==> config.mk <==
export PLATFORM = sky130hd
export DESIGN_NAME = id_ex_stage
export DESIGN_NICKNAME = d
export VERILOG_FILES = /design/src/rtl/id_ex_stage.sv
export SDC_FILE = /design/constraint.sdc
export NUM_CORES = 1
export LEC_CHECK = 0
export CAP_MARGIN = 0
export CORE_AREA = 2 2 139 141
export DETAILED_ROUTE_END_ITERATION = 16
export DIE_AREA = 0 0 141 143
export HOLD_SLACK_MARGIN = 0.05
export PLACE_DENSITY = 0.88
export SKIP_CTS_REPAIR_TIMING = 1
export SLEW_MARGIN = 20
export SYNTH_ARGS = -nofsm -noshare
export SYNTH_HDL_FRONTEND = slang
export SYNTH_SLANG_ARGS = --single-unit
==> constraint.sdc <==
create_clock -name clk -period 3.7 [get_ports clk]
set_clock_uncertainty 0.1 [all_clocks]
set_input_delay 0.925 -clock clk [delete_from_list [all_inputs] [get_ports clk]]
set_output_delay 0.925 -clock clk [all_outputs]
set_load 0.02 [all_outputs]
==> src/rtl/id_ex_stage.sv <==
// ID/EX pipeline register with load-use hazard detection, bubble insertion
// on hazards/flushes, and saturating stall/flush event counters.
module id_ex_stage #(
  parameter int XLEN   = 32,
  parameter int CTRL_W = 12,
  parameter int CNT_W  = 16
) (
  input  logic              clk,
  input  logic              rst_n,
  input  logic              id_valid,
  input  logic [4:0]        id_rs1,
  input  logic [4:0]        id_rs2,
  input  logic [4:0]        id_rd,
  input  logic              id_uses_rs1,
  input  logic              id_uses_rs2,
  input  logic [XLEN-1:0]   id_rdata1,
  input  logic [XLEN-1:0]   id_rdata2,
  input  logic [XLEN-1:0]   id_imm,
  input  logic [XLEN-1:0]   id_pc,
  input  logic [CTRL_W-1:0] id_ctrl,
  input  logic              id_reg_write,
  input  logic              id_mem_read,
  input  logic              flush,
  input  logic              ex_hold,
  output logic              stall_front,
  output logic              ex_valid,
  output logic [4:0]        ex_rs1,
  output logic [4:0]        ex_rs2,
  output logic [4:0]        ex_rd,
  output logic [XLEN-1:0]   ex_rdata1,
  output logic [XLEN-1:0]   ex_rdata2,
  output logic [XLEN-1:0]   ex_imm,
  output logic [XLEN-1:0]   ex_pc,
  output logic [CTRL_W-1:0] ex_ctrl,
  output logic              ex_reg_write,
  output logic              ex_mem_read,
  output logic [CNT_W-1:0]  stall_cnt,
  output logic [CNT_W-1:0]  flush_cnt
);

  function automatic logic [CNT_W-1:0] sat_inc(input logic [CNT_W-1:0] v);
    return (&v) ? v : v + CNT_W'(1);
  endfunction

  logic hazard;
  logic load_p0;
  logic capture_p0;

  assign hazard = ex_valid & ex_mem_read & (ex_rd != 5'd0) & id_valid &
                  ((id_uses_rs1 & (id_rs1 == ex_rd)) |
                   (id_uses_rs2 & (id_rs2 == ex_rd)));

  assign stall_front = (hazard | ex_hold) & ~flush;

  // Flush overrides hold; anything loaded that is not a capture is a bubble
  assign load_p0    = flush | ~ex_hold;
  assign capture_p0 = ~flush & ~ex_hold & ~hazard & id_valid;

  // ID -> EX register boundary
  always_ff @(posedge clk or negedge rst_n) begin
    if (!rst_n) begin
      ex_valid     <= 1'b0;
      ex_rs1       <= '0;
      ex_rs2       <= '0;
      ex_rd        <= '0;
      ex_rdata1    <= '0;
      ex_rdata2    <= '0;
      ex_imm       <= '0;
      ex_pc        <= '0;
      ex_ctrl      <= '0;
      ex_reg_write <= 1'b0;
      ex_mem_read  <= 1'b0;
      stall_cnt    <= '0;
      flush_cnt    <= '0;
    end else begin
      if (load_p0) begin
        ex_valid     <= capture_p0;
        ex_rs1       <= capture_p0 ? id_rs1       : '0;
        ex_rs2       <= capture_p0 ? id_rs2       : '0;
        ex_rd        <= capture_p0 ? id_rd        : '0;
        ex_rdata1    <= capture_p0 ? id_rdata1    : '0;
        ex_rdata2    <= capture_p0 ? id_rdata2    : '0;
        ex_imm       <= capture_p0 ? id_imm       : '0;
        ex_pc        <= capture_p0 ? id_pc        : '0;
        ex_ctrl      <= capture_p0 ? id_ctrl      : '0;
        ex_reg_write <= capture_p0 & id_reg_write;
        ex_mem_read  <= capture_p0 & id_mem_read;
      end
      if (flush)
        flush_cnt <= sat_inc(flush_cnt);
      else if (!ex_hold && hazard)
        stall_cnt <= sat_inc(stall_cnt);
    end
  end

endmodule
### Yosys cells after proc, flatten, opt, wreduce, memory -nomap -nowiden

Cells that the tools add are included.

| storage, ports and cells | value |
|---|---|
| register bits | 190 |
| bits of input ports | 164 |

| operators by class | value |
|---|---|
| add/subtract/negate cells | 2 |
| equality and inequality tests | 2 |
| mux-type cells | 8 |
| bitwise gates (word level) | 20 |
| reductions and logical operators | 7 |

Operator list:

| operator | count |
|---|---|
| 32-bit two-way mux | 4 |
| 16-bit by 1-bit adder with 16-bit output (second input constant) | 2 |
| 16-bit AND reduction | 2 |
| 5-bit two-way mux | 3 |
| 1-bit bitwise AND | 12 |
| 12-bit two-way mux | 1 |
| 5-bit equality test | 2 |
| 1-bit inverter | 5 |
| 5-bit nonzero test | 1 |
| 1-bit bitwise OR | 3 |
| 3-bit AND reduction | 1 |
| 2-bit AND reduction | 1 |
| 1-bit logical AND | 1 |
| 1-bit zero test | 1 |

### Longest topological paths before layout

| depth | value |
|---|---|
| depth after elaboration | 8 |
| mapped depth | 7 |

### Worst setup path after synthesis

Ideal clock, no wire load.

| path | value |
|---|---|
| path type | input-to-output |
| start | input port id_rs1[1] |
| end | output port stall_front |
| arrival time | 2046 ps |
| required time | 2675 ps |
| setup slack | 629 ps |
| stages | 6 |
| buffers on the path | 1 |
| cell sequence | xnor2_1 -> nand4_1 -> o22ai_4 -> buf_2 -> a21oi_1 -> nor2_1 |

| on the way | value |
|---|---|
| cells in the longest elaborated chain, start to end | 6 |

Ends and longest elaborated chain:

| what | RTL line | RTL |
|---|---|---|
| start: declaration | 11 | `input logic [4:0] id_rs1,` |
| 5-bit equality test | 50 | `((id_uses_rs1 & (id_rs1 == ex_rd)) \|` |
| 1-bit bitwise AND | 50 |  |
| 1-bit bitwise OR | 50 |  |
| 1-bit bitwise AND | 49 | `assign hazard = ex_valid & ex_mem_read & (ex_rd != 5'd0) & id_valid &` |
| 1-bit bitwise OR | 53 | `assign stall_front = (hazard \| ex_hold) & ~flush;` |
| 1-bit bitwise AND | 53 |  |
| end: declaration | 25 | `output logic stall_front,` |

Every way passes these cells.

### Worst setup path in the final report

| path | value |
|---|---|
| start | input port id_rs1[4] |
| end | output port stall_front |

Same word-level chain as after synthesis.

==> summary.txt <==
Worst hold path
  • Worst hold path startpoint: stall_cnt[11]
  • Worst hold endpoint: stall_cnt[11]
  • WHS Path Cells: 1
  • Hold/Removal Path Class: flop to flop

Die
  • Site Rows: 50
  • Die H: 143 um
  • Initial core utilization: 38.7%
  • IO Count: 355
  • Die width: 141 um
  • Core footprint: 0.0186 mm2
  • DIE AREA: 0.0202 mm2

Clocking
  • Worst-skew pair later-pin latency: around 0.42 ns
  • Cts bufs inserted: 17
  • Reg clk slew, reported paths: 0.06 ns
  • Clock Tree Root: clkbuf_16
  • CTS max path bufs: 2
  • CTS tree: done
  • # clock sinks: 190
  • H-tree depth: 4

STA
  • RSZ-0062 raised after global routing: false
  • Fmax: 291 MHz
  • Worst hold margin: ~0.41 ns
  • Max-slew headroom: between 40% and 50%
  • Endpoints failing hold: 0
  • Worst Setup Slack, final: 0.259 ns
  • Max-slew violation count: 0
  • Final worst-path cycle share: 93.0%
  • Tmin final: 3.44 ns
  • Worst slew pin tran: 0.769 ns
  • # setup viols final: 0

Global route
  • Gr usage total: 21.7%
  • Initial antenna violation count: 0
  • Largest net degree at the start of global routing: 102
  • Aggregate global routing overflow: 0
  • Vias in the first global route: 6,143
  • First-pass GRT wire length: 33,900 um

Placement
  • IO Port Bufs: 354
  • Dpl cell area: 0.0110 mm2
  • Placer Congestion: between 0.8 and 0.9
  • Worst slack at placement: -0.140 ns
  • Cells after DPL: 1,077
  • Post-DP HPWL: ~16,000 um

Route
  • Post-DRT Antenna Nets: 0
  • Final WL: around 22,000 um
  • Iter 0 DRT Violations: 258
  • Drt drc: 0
  • Routed len/inst: approximately 20 um
  • Via count: 5,819
  • DR vias/cell: 5.25
  • Drt pass-1 iters: 5

Synthesis
  • #FFs+latches synth: 190
  • Top_reg_cell synth: dfrtp_1
  • Average cell area after synthesis: around 14 um2
  • Synth async-reset ratio: 100%
  • Synth cell types: 30
  • Sequential element share of the synthesized area: 66.1%
  • Syn Inst Count: 513
  • Synth Warn #: 0
  • Mapped Area: 0.00719 mm2
  • Synthesized Nets: 679
  • Post-synth EDFFs: 0

Cells and area
  • Fin area: 0.0116 mm2
  • Final Non-Filler Cells: 1,108
  • Area growth, synth to finish: 61.3%
  • Post-Route Utilization: 62.4%
  • Antenna Cells: 0
  • Final nets: 1,028
  • Commonest cells after routing, fill and taps aside: clkdlybuf4s50_1, dfrtp_1, a22o_1, xnor2_1, clkbuf_16
  • Commonest non-fill, non-tap cell in the layout: clkdlybuf4s50_1
  • Layout cells sized above 1: 6.06%
  • # fillers: 1,401

Power and ir drop
  • Pleak: 5.11 nW
  • Clock network fraction of design power: around 36%
  • Switch share: between 20 and 30%
  • Flop pwr share: between 40% and 50%
  • PD cells: 418 mW/mm2
  • Int Power: 0.00352 W
  • Combinational power share: ~17%
  • Worst VDD drop: 295 uV
  • Switching power: around 0.0013 W

Job
  • Maxcap violations: 0

Worst setup path
  • R2r endpoint: ex_pc[3]
  • CP arrival: 2.42 ns
  • Worst-path maximum fanout: 2
  • CP Capture Type: primary output
  • Crit start category: input pin
  • WS Path Type: input pin to primary output
  • Reg2reg setup slack: 1.44 ns
  • Worst R2R Start: ex_rd[4]
  • Worst path required time: 2.67 ns
  • Worst R2R Path Depth: 7

Status
  • Status: finished, final reports clean
-- layout make-up --
class / instances / area, um2 / share of cell area (%)
sequential: 190 / 4750 / 41.0
timing repair buffer: 368 / 3720 / 32.1
clock inverter: 13 / 124 / 1.07
clock buffer: 18 / 439 / 3.79
inverter: 2 / 7.51 / 0.0647
multi-input combinational: 283 / 2260 / 19.5
tap: 234 / 293 / 2.53
-- per-layer routing --
layer  share of wire [%]  global-route usage, %  wire [um]  up-vias
met5                   0                      0          0        -
met4                 3.1                   9.05        680        0
met3                 8.2                   6.98       1820       42
met2                  49                   36.5      10900      276
met1                  39                   25.8       8680     2862
li1                    -                      -          -     2639
-- cell families after synthesis --
| family | after synthesis | share of synthesized area [%] |
|---|---|---|
| adders and majority gates | 2 | 0.348 |
| AOI/OAI and AO/OA | 166 | 20.3 |
| and+or+nand+nor | 74 | 5.52 |
| muxes | 3 | 0.470 |
| DFF | 190 | 66.1 |
| buffers and inverters | 40 | 2.63 |
| xor gates and xnor gates | 38 | 4.63 |
-- cell usage after synthesis, types with 8 or more instances --
library cell	instances	share of area, %
a22o_1	157	19
xnor2_1	35	4.3
nand2_1	13	0.68
and3_1	12	1.0
clkbuf_1	18	0.94
nand3_1	16	1.1
buf_2	16	1.1
nand4_1	13	1.1
dfrtp_1	190	66
nor2_1	8	0.42
-- power groups by stage --
| stage | Sequential, W | Clock (W) | Combinational, W |
|---|---|---|---|
| 2_1_floorplan | 0.00243 | 0 | 0.000183 |
| 3_5_place_dp | 0.00232 | 0 | 0.000814 |
| 6_report | 0.00228 | 0.00175 | 0.000807 |
| 3_3_place_gp | 0.00232 | 0 | 0.000800 |
| 4_1_cts | 0.00228 | 0.00180 | 0.000818 |
| 5_1_grt | 0.00230 | 0.00189 | 0.000865 |
-- flip-flops by register name, indices dropped and copies added, names as in the netlist --
register	flops
ex_reg_write	1
ex_rdata1	32
ex_rd	5
ex_rs2	5
ex_valid	1
ex_rs1	5
ex_mem_read	1
flush_cnt	16
ex_imm	32
ex_ctrl	12
ex_pc	32
ex_rdata2	32
stall_cnt	16
-- metrics by stage --
stage | setup TNS, ns | power (W)
4_1_cts | -0.147 | 0.00490
5_1_grt | 0 | 0.00505
2_1_floorplan | 0 | 0.00262
3_5_place_dp | -0.140 | 0.00314
3_3_place_gp | -0.0716 | 0.00312
6_report | 0 | 0.00484
-- worst max-delay path: stages --
cell and delay (ns):
clkdlybuf4s50_1 0.50, xnor2_1 0.14, nand4_1 0.18, o22ai_4 0.22
a21oi_1 0.09, nor2_1 0.10, dlymetal6s2s_1 0.26
-- worst max path at each step --
stage	slack (ns)	cells past startpoint	endpoint	start
after floorplan	0.63	6	stall_front	id_rs1[1]
after global placement	-0.07	7	stall_front	id_rs1[4]
after detailed placement	-0.14	7	stall_front	id_rs1[4]
after CTS	-0.15	7	stall_front	id_rs1[4]
after global routing	0.16	7	stall_front	id_rs2[4]
final	0.26	7	stall_front	id_rs1[4]
(Power assumes the default switching activity.)
